### config.mk
export PLATFORM = sky130hd
export DESIGN_NAME = dem_swap_scheduler
export DESIGN_NICKNAME = d
export VERILOG_FILES = /design/src/rtl/lib_switchblock_pkg.sv /design/src/rtl/dem_node_split.sv /design/src/rtl/dem_swap_scheduler.sv
export SDC_FILE = /design/constraint.sdc
export NUM_CORES = 1
export LEC_CHECK = 0
export ABC_AREA = 0
export BUFFER_PORTS_ARGS = -buffer_cell sky130_fd_sc_hd__buf_4
export CORE_ASPECT_RATIO = 0.6
export CORE_UTILIZATION = 52
export DETAILED_ROUTE_END_ITERATION = 8
export PLACE_DENSITY = 0.91
export SYNTH_ARGS = -nofsm -noshare
export SYNTH_HDL_FRONTEND = slang
export SYNTH_SLANG_ARGS = --single-unit
export TNS_END_PERCENT = 1
### constraint.sdc
create_clock -name clk_i -period 5.2 [get_ports clk_i]
set_input_delay 0 -clock clk_i [delete_from_list [all_inputs] [get_ports clk_i]]
set_output_delay 0 -clock clk_i [all_outputs]
set_load 0.01 [all_outputs]
### src/rtl/lib_switchblock_pkg.sv
// Shared types and constants for the DEM switching tree and its swap scheduler.
package lib_switchblock_pkg;

  localparam int unsigned INPUT_WIDTH = 8;
  localparam int unsigned NUM_NODES   = 7;
  localparam int unsigned LFSR_W      = 16;

  localparam logic [LFSR_W-1:0] SEED_DEFAULT = 16'hACE1;
  // Feedback taps l[15], l[13], l[12], l[10]
  localparam logic [LFSR_W-1:0] LFSR_TAPS    = 16'hB400;

  typedef enum logic [1:0] {
    MODE_PASS   = 2'b00,
    MODE_RANDOM = 2'b01,
    MODE_SHAPE  = 2'b10,
    MODE_ROTATE = 2'b11
  } dem_mode_t;

  // One step of the left-shifting Fibonacci LFSR
  function automatic logic [LFSR_W-1:0] lfsr_next(input logic [LFSR_W-1:0] l);
    return {l[LFSR_W-2:0], ^(l & LFSR_TAPS)};
  endfunction

endpackage

### src/rtl/dem_node_split.sv
// One DEM tree node: splits value v into two children; swap s picks who gets the odd LSB.
module dem_node_split
  import lib_switchblock_pkg::*;
(
  input  logic [INPUT_WIDTH-1:0] v_i,
  input  logic                   s_i,
  output logic [INPUT_WIDTH-1:0] left_o,
  output logic [INPUT_WIDTH-1:0] right_o,
  output logic                   odd_o
);

  logic [INPUT_WIDTH-1:0] half;

  // Split rule: left gets the extra LSB when s=0, right when s=1
  always_comb begin
    half    = v_i >> 1;
    odd_o   = v_i[0];
    left_o  = half + {{(INPUT_WIDTH-1){1'b0}}, v_i[0] & ~s_i};
    right_o = half + {{(INPUT_WIDTH-1){1'b0}}, v_i[0] & s_i};
  end

endmodule

### src/rtl/dem_swap_scheduler.sv
// Per-sample swap-word generator for the 7-node DEM tree (PASS/RANDOM/SHAPE/ROTATE).
// Optional feature macro: DEM_SCHED_RANDOM_EN (LFSR, seed ports, RANDOM mode).
module dem_swap_scheduler
  import lib_switchblock_pkg::*;
(
  input  logic                   clk_i,
  input  logic                   reset_i,
  input  logic [INPUT_WIDTH-1:0] x_in_i,
  input  logic                   sample_valid_i,
  input  logic [1:0]             mode_i,
  input  logic                   mode_load_i,
  input  logic [LFSR_W-1:0]      seed_i,
  input  logic                   seed_load_i,
  output logic [INPUT_WIDTH-1:0] x_aligned_o,
  output logic [NUM_NODES-1:0]   swap_o,
  output logic                   swap_valid_o,
  output logic [1:0]             mode_o
);

  dem_mode_t              pend_q, active_q, eff_mode;
  logic [NUM_NODES-1:0]   t_q, t_eff, t_d;
  logic                   r_q, r_eff, r_d;
  logic [NUM_NODES-1:0]   swap_d, odd_v;
  logic [INPUT_WIDTH-1:0] x_q;
  logic [NUM_NODES-1:0]   swap_q;
  logic                   valid_q;
  logic                   mode_chg;

  logic [INPUT_WIDTH-1:0] node_v  [NUM_NODES];
  logic [INPUT_WIDTH-1:0] left_v  [NUM_NODES];
  logic [INPUT_WIDTH-1:0] right_v [NUM_NODES];

`ifdef DEM_SCHED_RANDOM_EN
  logic [LFSR_W-1:0] lfsr_q;

  // LFSR: seed load has priority; otherwise advance once per accepted sample
  always_ff @(posedge clk_i or posedge reset_i) begin
    if (reset_i) begin
      lfsr_q <= SEED_DEFAULT;
    end else if (seed_load_i) begin
      lfsr_q <= (seed_i == '0) ? SEED_DEFAULT : seed_i;
    end else if (sample_valid_i) begin
      lfsr_q <= lfsr_next(lfsr_q);
    end
  end
`else
  logic unused_seed;
  assign unused_seed = ^{seed_i, seed_load_i};
`endif

  // Mode resolution, swap-word selection and next shaping/rotate state
  always_comb begin
    // A same-cycle mode_load_i bypasses the pending register so it applies to this sample
    eff_mode = mode_load_i ? dem_mode_t'(mode_i) : pend_q;
    mode_chg = (eff_mode != active_q);
    t_eff    = mode_chg ? '0 : t_q;
    r_eff    = mode_chg ? 1'b0 : r_q;
    swap_d   = '0;
    case (eff_mode)
`ifdef DEM_SCHED_RANDOM_EN
      MODE_RANDOM: swap_d = lfsr_q[NUM_NODES-1:0];
`endif
      MODE_SHAPE:  swap_d = t_eff;
      MODE_ROTATE: swap_d = {NUM_NODES{r_eff}};
      default:     swap_d = '0;
    endcase
    t_d = (eff_mode == MODE_SHAPE)  ? (t_eff ^ odd_v) : t_eff;
    r_d = (eff_mode == MODE_ROTATE) ? ~r_eff : r_eff;
  end

  // Tree of node splitters: node k has children 2k+1 (left) and 2k+2 (right)
  for (genvar lyr = 0; lyr < 3; lyr++) begin : g_layer
    for (genvar n = 0; n < (1 << lyr); n++) begin : g_node
      localparam int unsigned K = (1 << lyr) - 1 + n;
      if (lyr == 0) begin : g_root
        assign node_v[K] = x_in_i;
      end else if ((n % 2) == 0) begin : g_left
        assign node_v[K] = left_v[(1 << (lyr - 1)) - 1 + n / 2];
      end else begin : g_right
        assign node_v[K] = right_v[(1 << (lyr - 1)) - 1 + n / 2];
      end
      dem_node_split u_split (
        .v_i     (node_v[K]),
        .s_i     (swap_d[K]),
        .left_o  (left_v[K]),
        .right_o (right_v[K]),
        .odd_o   (odd_v[K])
      );
    end
  end

  // Mode/state registers and the re-timed code/swap outputs
  always_ff @(posedge clk_i or posedge reset_i) begin
    if (reset_i) begin
      pend_q   <= MODE_PASS;
      active_q <= MODE_PASS;
      t_q      <= '0;
      r_q      <= 1'b0;
      x_q      <= '0;
      swap_q   <= '0;
      valid_q  <= 1'b0;
    end else begin
      if (mode_load_i) begin
        pend_q <= dem_mode_t'(mode_i);
      end
      valid_q <= sample_valid_i;
      if (sample_valid_i) begin
        active_q <= eff_mode;
        t_q      <= t_d;
        r_q      <= r_d;
        x_q      <= x_in_i;
        swap_q   <= swap_d;
      end
    end
  end

  assign x_aligned_o  = x_q;
  assign swap_o       = swap_q;
  assign swap_valid_o = valid_q;
  assign mode_o       = active_q;

endmodule
==> results of run 1 <==
==> per-stage QoR <==
stage	util [%]	setup WS (ns)	cells	cell area, um^2	hold WS (ns)
global route	70.9	1.55	200	1790	0.0662
finish	70.9	1.83	200	1790	-0.0212
floorplan	-	2.36	127	1390	0.0314
detailed placement	65.7	1.97	188	1660	0.239
global placement	65.7	2.10	188	1660	0.233
CTS	70.9	1.89	200	1790	0.00841
==> cells by family after synthesis <==
family	Yosys count
simple gates	39
flops	28
compound gates	26
mux	13
xor+xnor	11
buf+inv	7
fa+ha+maj	3
==> state kept, by name, indices dropped and copies added, names as in the netlist <==
signal / cells
x_aligned_o: 8
swap_o: 7
t_q: 7
mode_o: 2
pend_q: 2
r_q: 1
swap_valid_o: 1
==> worst paths after layout <==
kind	from	end	slack [ns]
setup / recovery	pend_q[0]	t_q[6]	1.83
hold / removal	reset_i	x_aligned_o[7]	-0.02
setup reg to reg	pend_q[0]	t_q[6]	1.83
hold reg to reg	swap_o[6]	swap_o[6]	0.51
max in group asynchronous	reset_i	pend_q[0]	4.59
min in group clk_i	mode_i[0]	pend_q[0]	0.05
==> synth_stat cells, types with 2 or more instances <==
master / count / area, um^2
inv_1: 4 / 15.0
mux2i_1: 3 / 30.0
dfrtp_1: 28 / 701
a21oi_2: 2 / 17.5
nor2b_1: 2 / 12.5
xnor2_1: 5 / 43.8
nand3b_1: 2 / 15.0
ha_1: 3 / 37.5
mux2_2: 9 / 101
o21ai_0: 3 / 15.0
nand3_1: 2 / 10.0
xor2_1: 6 / 52.6
o2bb2ai_1: 5 / 43.8
nor2_1: 10 / 37.5
nor3_1: 2 / 10.0
nand2_1: 14 / 52.6
a21oi_1: 10 / 50.1
and2_1: 2 / 12.5
==> worst max-delay path, cell delays in order (launching register included) <==
cell and delay, ns:
dfrtp_1 0.41, mux2i_1 0.31, xnor2_1 0.18, nor2_1 0.23
and2_1 0.17, ha_1 0.29, inv_1 0.10, nor2_1 0.24
a21oi_1 0.11, nor2b_1 0.13, ha_1 0.27, nand2_1 0.08
o22ai_1 0.08, xor2_1 0.20, a2111o_1 0.40, nand3_1 0.08
==> power by group through the flow <==
stage               Sequential [mW]  Clock [mW]  Combinational, mW
finish                        0.260       0.119              0.114
global route                  0.263       0.129              0.125
CTS                           0.259       0.120              0.114
detailed placement            0.264           0              0.107
global placement              0.261           0              0.102
floorplan                     0.265           0             0.0607
==> cells in the final DEF, fill, tap and decap left out, types with 4 or more instances in the layout <==
master,count
buf_4,31
dfrtp_1,28
nand2_1,14
nor2_1,10
a21oi_1,10
mux2_2,9
dlygate4sd3_1,9
xor2_1,6
xnor2_1,5
o2bb2ai_1,5
inv_1,4
==> per-layer routing <==
metal | vias up | global-route usage (%) | share of wire [%]
met5 | - | 0 | 0
met4 | 0 | 10.6 | 2.8
li1 | 521 | - | -
met2 | 37 | 41.0 | 47
met3 | 10 | 7.88 | 6.2
met1 | 534 | 33.3 | 44
==> area by class of cell <==
cell class                 count  area (um^2)
multi-input combinational     92          664
tap                           32         40.0
inverter                       5         18.8
fill                         192          734
sequential                    28          701
clock buffer                   3         41.3
timing repair buffer          40          323
==> results.cfg, run 1 <==
[yosys]
synth_edf_count = 0
synth_seq_area_share_pct = 50.4
synth_async_sr_flop_share_pct = 100
synthesis.yosys.warnings = 0
post_synth_fa_ha_maj_area_fraction_pct = 2.70
postSynth.topFlopCell = dfrtp_1
synthDistinctLibCells = 33
post_synth_instance_area_um2 = 1390
synth_fp_nets = 161
synth_simple_gate_area_share_pct = 13.7
mapped_cells = 127
synth_xor_xnor_area_share_pct = 6.92
synthMuxAreaShare_pct = 11.1
combinational_family_with_the_most_area_after_synthesis = simple AND/OR/NAND/NOR gates
synth_compound_gate_area_share_pct = 13.4
synth-seq-cells = 28
syn_area_per_cell_um2 = 11.0

[pwr]
power.share.combinational_pct = 23.2
power.internal_mw = 0.349
sequentialPowerShare_pct = 52.7
powerDensity_nw_per_um2 = 276
vdd_ir_drop_max_v = 0.000226
clock_power_share_pct = 24.1
static-leakage-power_nw = 0.804
netSwitchingPower_mw = 0.143
sw_frac_of_total_pct = 29.1
power_mw = 0.493

[floorplanning]
die_w_um = 68.8
io_pins = 49
full_die_area_um2 = 2890
floorplan.rows = 14
core_region_area_um2 = 2520
fp.dieH_um = 42.1
initial_utilization_pct = 55.2

[setup_path]
timing.critical_path.required_ns = 5.42
cp_data_arrival_time_ns = 3.59
worst-r2r-cell-count = 15
start_kind = flop
cp-end-kind = flop
timing_worst_setup_path_type = flop to flop
critPathMaxFanout = 6

[layout]
syn2layout_area_growth_pct = 28.5
layout-drive-gt1-share_pct = 29.2
antenna_cells = 0
final_nets = 204

[timing]
relSlewSlack_pct = 29.3
fin_setup_tns_ns = 0
timing.hold.ws_ns = -0.0212
timing_hold_violations_final = 28
finalMaxSlewViolations = 0
setup_viol = 0
fin_worst_skew_ns = 0.00201
period_share_pct = 64.7
max_slew.worst_pin.slew_ns = 1.06
period_minus_slack_ns = 3.37
unrepaired_setup_endpoints_after_global_routing = no
max_freq_ghz = 0.297

[cts]
clkTransAtPathRegs_ns = 0.09
cts_made_buffers = 3
cts_hold_repair.buffers = 9
cts.sinks = 28
postCtsSetupBuffers = 0
tritoncts = built
cts_max_path_buffers = 2
cts_repair_resize_count = 0
clock-root-buffer = clkbuf_8
clk-insertion-delay-late_ns = 0.28
h_tree_lvl_count = 1

[route]
drt_wl_total_um = 3190
wl_per_cell_um = 15.9
route.vias.total = 1102
route.detailed.vias_per_inst = 5.51
detail-route-antenna-nets = 0
dr.first_iter.drc_count = 49
drc = 0
first_pass_iters = 4

[place]
gp_congestion = 0.846
port-buffer-count = 31
dp.final_hpwl_um = 2210

[grt]
grt_start_max_net_pins = 29
grt.overflow.total = 0
grt_first_pass_wirelength_um = 5260
first_global_vias = 1116
groute.usage.overall_pct = 26.0
grt_antenna_before_repair = 0

[flow_run]
drv.max_cap_violation_count = 0

[status]
run_status = complete, but fails checks
violated_checks = negative hold slack

[hold_path]
min-delay-path-class = primary input to asynchronous set/reset pin
(Power assumes the default switching activity.)
==> run 2: changes to the inputs <==
--- a/config.mk
+++ b/config.mk
@@ -8,9 +8,9 @@
 export ABC_AREA = 0
 export BUFFER_PORTS_ARGS = -buffer_cell sky130_fd_sc_hd__buf_4
 export CORE_ASPECT_RATIO = 0.6
-export CORE_UTILIZATION = 52
+export CORE_UTILIZATION = 49
 export DETAILED_ROUTE_END_ITERATION = 8
-export PLACE_DENSITY = 0.91
+export PLACE_DENSITY = 0.87
 export SYNTH_ARGS = -nofsm -noshare
 export SYNTH_HDL_FRONTEND = slang
 export SYNTH_SLANG_ARGS = --single-unit
==> constraint.sdc (replaced) <==
create_clock -name clk_i -period 3.5 [get_ports clk_i]
set_input_delay 0 -clock clk_i [delete_from_list [all_inputs] [get_ports clk_i]]
set_output_delay 0 -clock clk_i [all_outputs]
set_load 0.01 [all_outputs]
==> run 2 against run 1 <==
The flow still finishes with violations (negative hold slack). Cell area grew 1.5%. Die area increased by 5.9%. Flip-flop and latch count unchanged. Via count grew 3.3%. Global-route usage is 2.9 points lower. Routed wire length decreased by 0.28%. Clock power grew 69%. Power rose by 54%.
==> results.cfg, run 2 (synthesized netlist as in run 1, its figures left out) <==
[flow_run]
drv.max_cap_violation_count = 0

[layout]
most_frequent_cells_in_the_layout = buf_4 (32), dfrtp_1 (28), nand2_1 (14)
post-route-util_pct = 70.0
num-fill-cells = 171
largest_register_ffs = 8
final_cell_area_um2 = 1820
finalNonFillerCells = 202
layout_commonest_cell = buf_4
syn2layout_area_growth_pct = 30.5
final_nets = 205
antenna_cells = 0
layout-drive-gt1-share_pct = 31.2

[cts]
h_tree_lvl_count = 1
tritoncts = built
cts.sinks = 28
clock-root-buffer = clkbuf_8
clk-insertion-delay-late_ns = 0.28
cts_made_buffers = 3
cts_max_path_buffers = 2
clkTransAtPathRegs_ns = 0.09

[grt]
grt_antenna_before_repair = 0
groute.usage.overall_pct = 23.1
grt_start_max_net_pins = 29
grt_first_pass_wirelength_um = 5220
first_global_vias = 1096
grt.overflow.total = 0

[floorplanning]
floorplan.rows = 14
fp.dieH_um = 43.3
core_region_area_um2 = 2590
full_die_area_um2 = 3060
io_pins = 49
die_w_um = 70.8
initial_utilization_pct = 53.7

[pwr]
netSwitchingPower_mw = 0.217
sw_frac_of_total_pct = 28.5
power_mw = 0.761
power.internal_mw = 0.544
power.share.combinational_pct = 22.8
clock_power_share_pct = 26.4
sequentialPowerShare_pct = 50.8
static-leakage-power_nw = 0.814
powerDensity_nw_per_um2 = 419
vdd_ir_drop_max_v = 0.000242

[setup_path]
timing_worst_setup_path_type = flop to flop
cp_slowest_stage_delay_ns = 0.42
crit_chain = mux2i_2 > xnor2_1 > nor2_1 > and2_1 > ha_1 > inv_1 > nor2_2 > a21oi_1 > nor2b_1 > ha_1 > nand2_1 > o22ai_1 > xor2_1 > a2111o_1 > nand3_1
cp-end-kind = flop
cpMaxStageDelayCell = dfrtp_1
cp_data_arrival_time_ns = 3.45
crit_top_cell = ha_1
start_kind = flop
critPathMaxFanout = 6
timing.critical_path.required_ns = 3.72

[route]
drt_wl_total_um = 3180
highest_routing_layer_actually_used = met4
detail-route-antenna-nets = 0
met2RoutedLength_um = 1510
dr.first_iter.drc_count = 83
route.vias.total = 1138
wl_per_cell_um = 15.7
route.detailed.vias_per_inst = 5.63
wl_met1_um = 1360
first_pass_iters = 7
drc = 0
wl_met3_um = 231

[place]
area_of_placed_instances_um2 = 1660
gp_congestion = 0.843
pre_cts_ws_ns = 0.257
placed_cells_incl_taps = 189
dp.final_hpwl_um = 2110
port-buffer-count = 31

[timing]
relSlewSlack_pct = 31.1
max_slew.worst_pin.slew_ns = 1.03
max_freq_ghz = 0.309
fin_setup_tns_ns = 0
finalMaxSlewViolations = 0
period_minus_slack_ns = 3.23
fin_worst_skew_ns = 0.00124
setup_viol = 0
unrepaired_setup_endpoints_after_global_routing = no
timing.hold.ws_ns = -0.0335
timing_hold_violations_final = 28
finalWorstSetupSlack_ns = 0.266
period_share_pct = 92.4

[hold_path]
min-delay-path-class = primary input to asynchronous set/reset pin

[status]
run_status = complete, but fails checks
violated_checks = negative hold slack
==> run 2: repair_timing <==
item | in CTS | in global routing
resized for setup | 0 | 2
endpoints found under the hold margin | 9 | 0
buffers inserted | 0 | 0
hold buffers | 9 | 0
endpoints found under the setup margin | 0 | 3
==> run 2: final cells by class <==
class | instances | area (um^2) | share of cell area [%]
sequential | 28 | 701 | 38.6
multi-input combinational | 92 | 671 | 36.9
timing repair buffer | 41 | 330 | 18.2
clock buffer | 4 | 55.1 | 3.03
tap | 32 | 40.0 | 2.21
inverter | 5 | 18.8 | 1.03
==> run 2: final timing paths <==
| path | end | slack, ns | cells after the start | from |
|---|---|---|---|---|
| worst max-delay path | t_q[6] | 0.27 | 15 | pend_q[0] |
| worst min-delay path | swap_valid_o | -0.03 | 2 | reset_i |
| worst max register to register | t_q[6] | 0.27 | 15 | pend_q[0] |
| worst min register to register | swap_o[3] | 0.49 | 1 | swap_o[3] |
| max in group asynchronous | pend_q[1] | 2.91 | 2 | reset_i |
| min in group clk_i | pend_q[0] | 0.02 | 3 | mode_i[0] |
==> run 2: critical path, delay by kind of cell, from the launching register on <==
family	cells	cell delay, ns
buffers and inverters	1	0.12
xor gates and xnor gates	2	0.33
and+or+nand+nor	6	0.84
adders and majority gates	2	0.58
AOI/OAI and AO/OA	3	0.59
DFF	1	0.42
muxes	1	0.29
==> run 2: power by group through the flow <==
stage                     logic, mW  registers [mW]  clock network [mW]
final                         0.173           0.387               0.201
after floorplan              0.0902           0.393                   0
after CTS                     0.170           0.385               0.204
after global routing          0.188           0.390               0.217
after detailed placement      0.161           0.391                   0
after global placement        0.154           0.388                   0
==> run 2: layer usage <==
metal | global-route usage (%) | vias to the layer above
met3 | 6.89 | 12
li1 | - | 528
met5 | 0 | -
met2 | 35.4 | 53
met1 | 31.0 | 545
met4 | 9.20 | 0
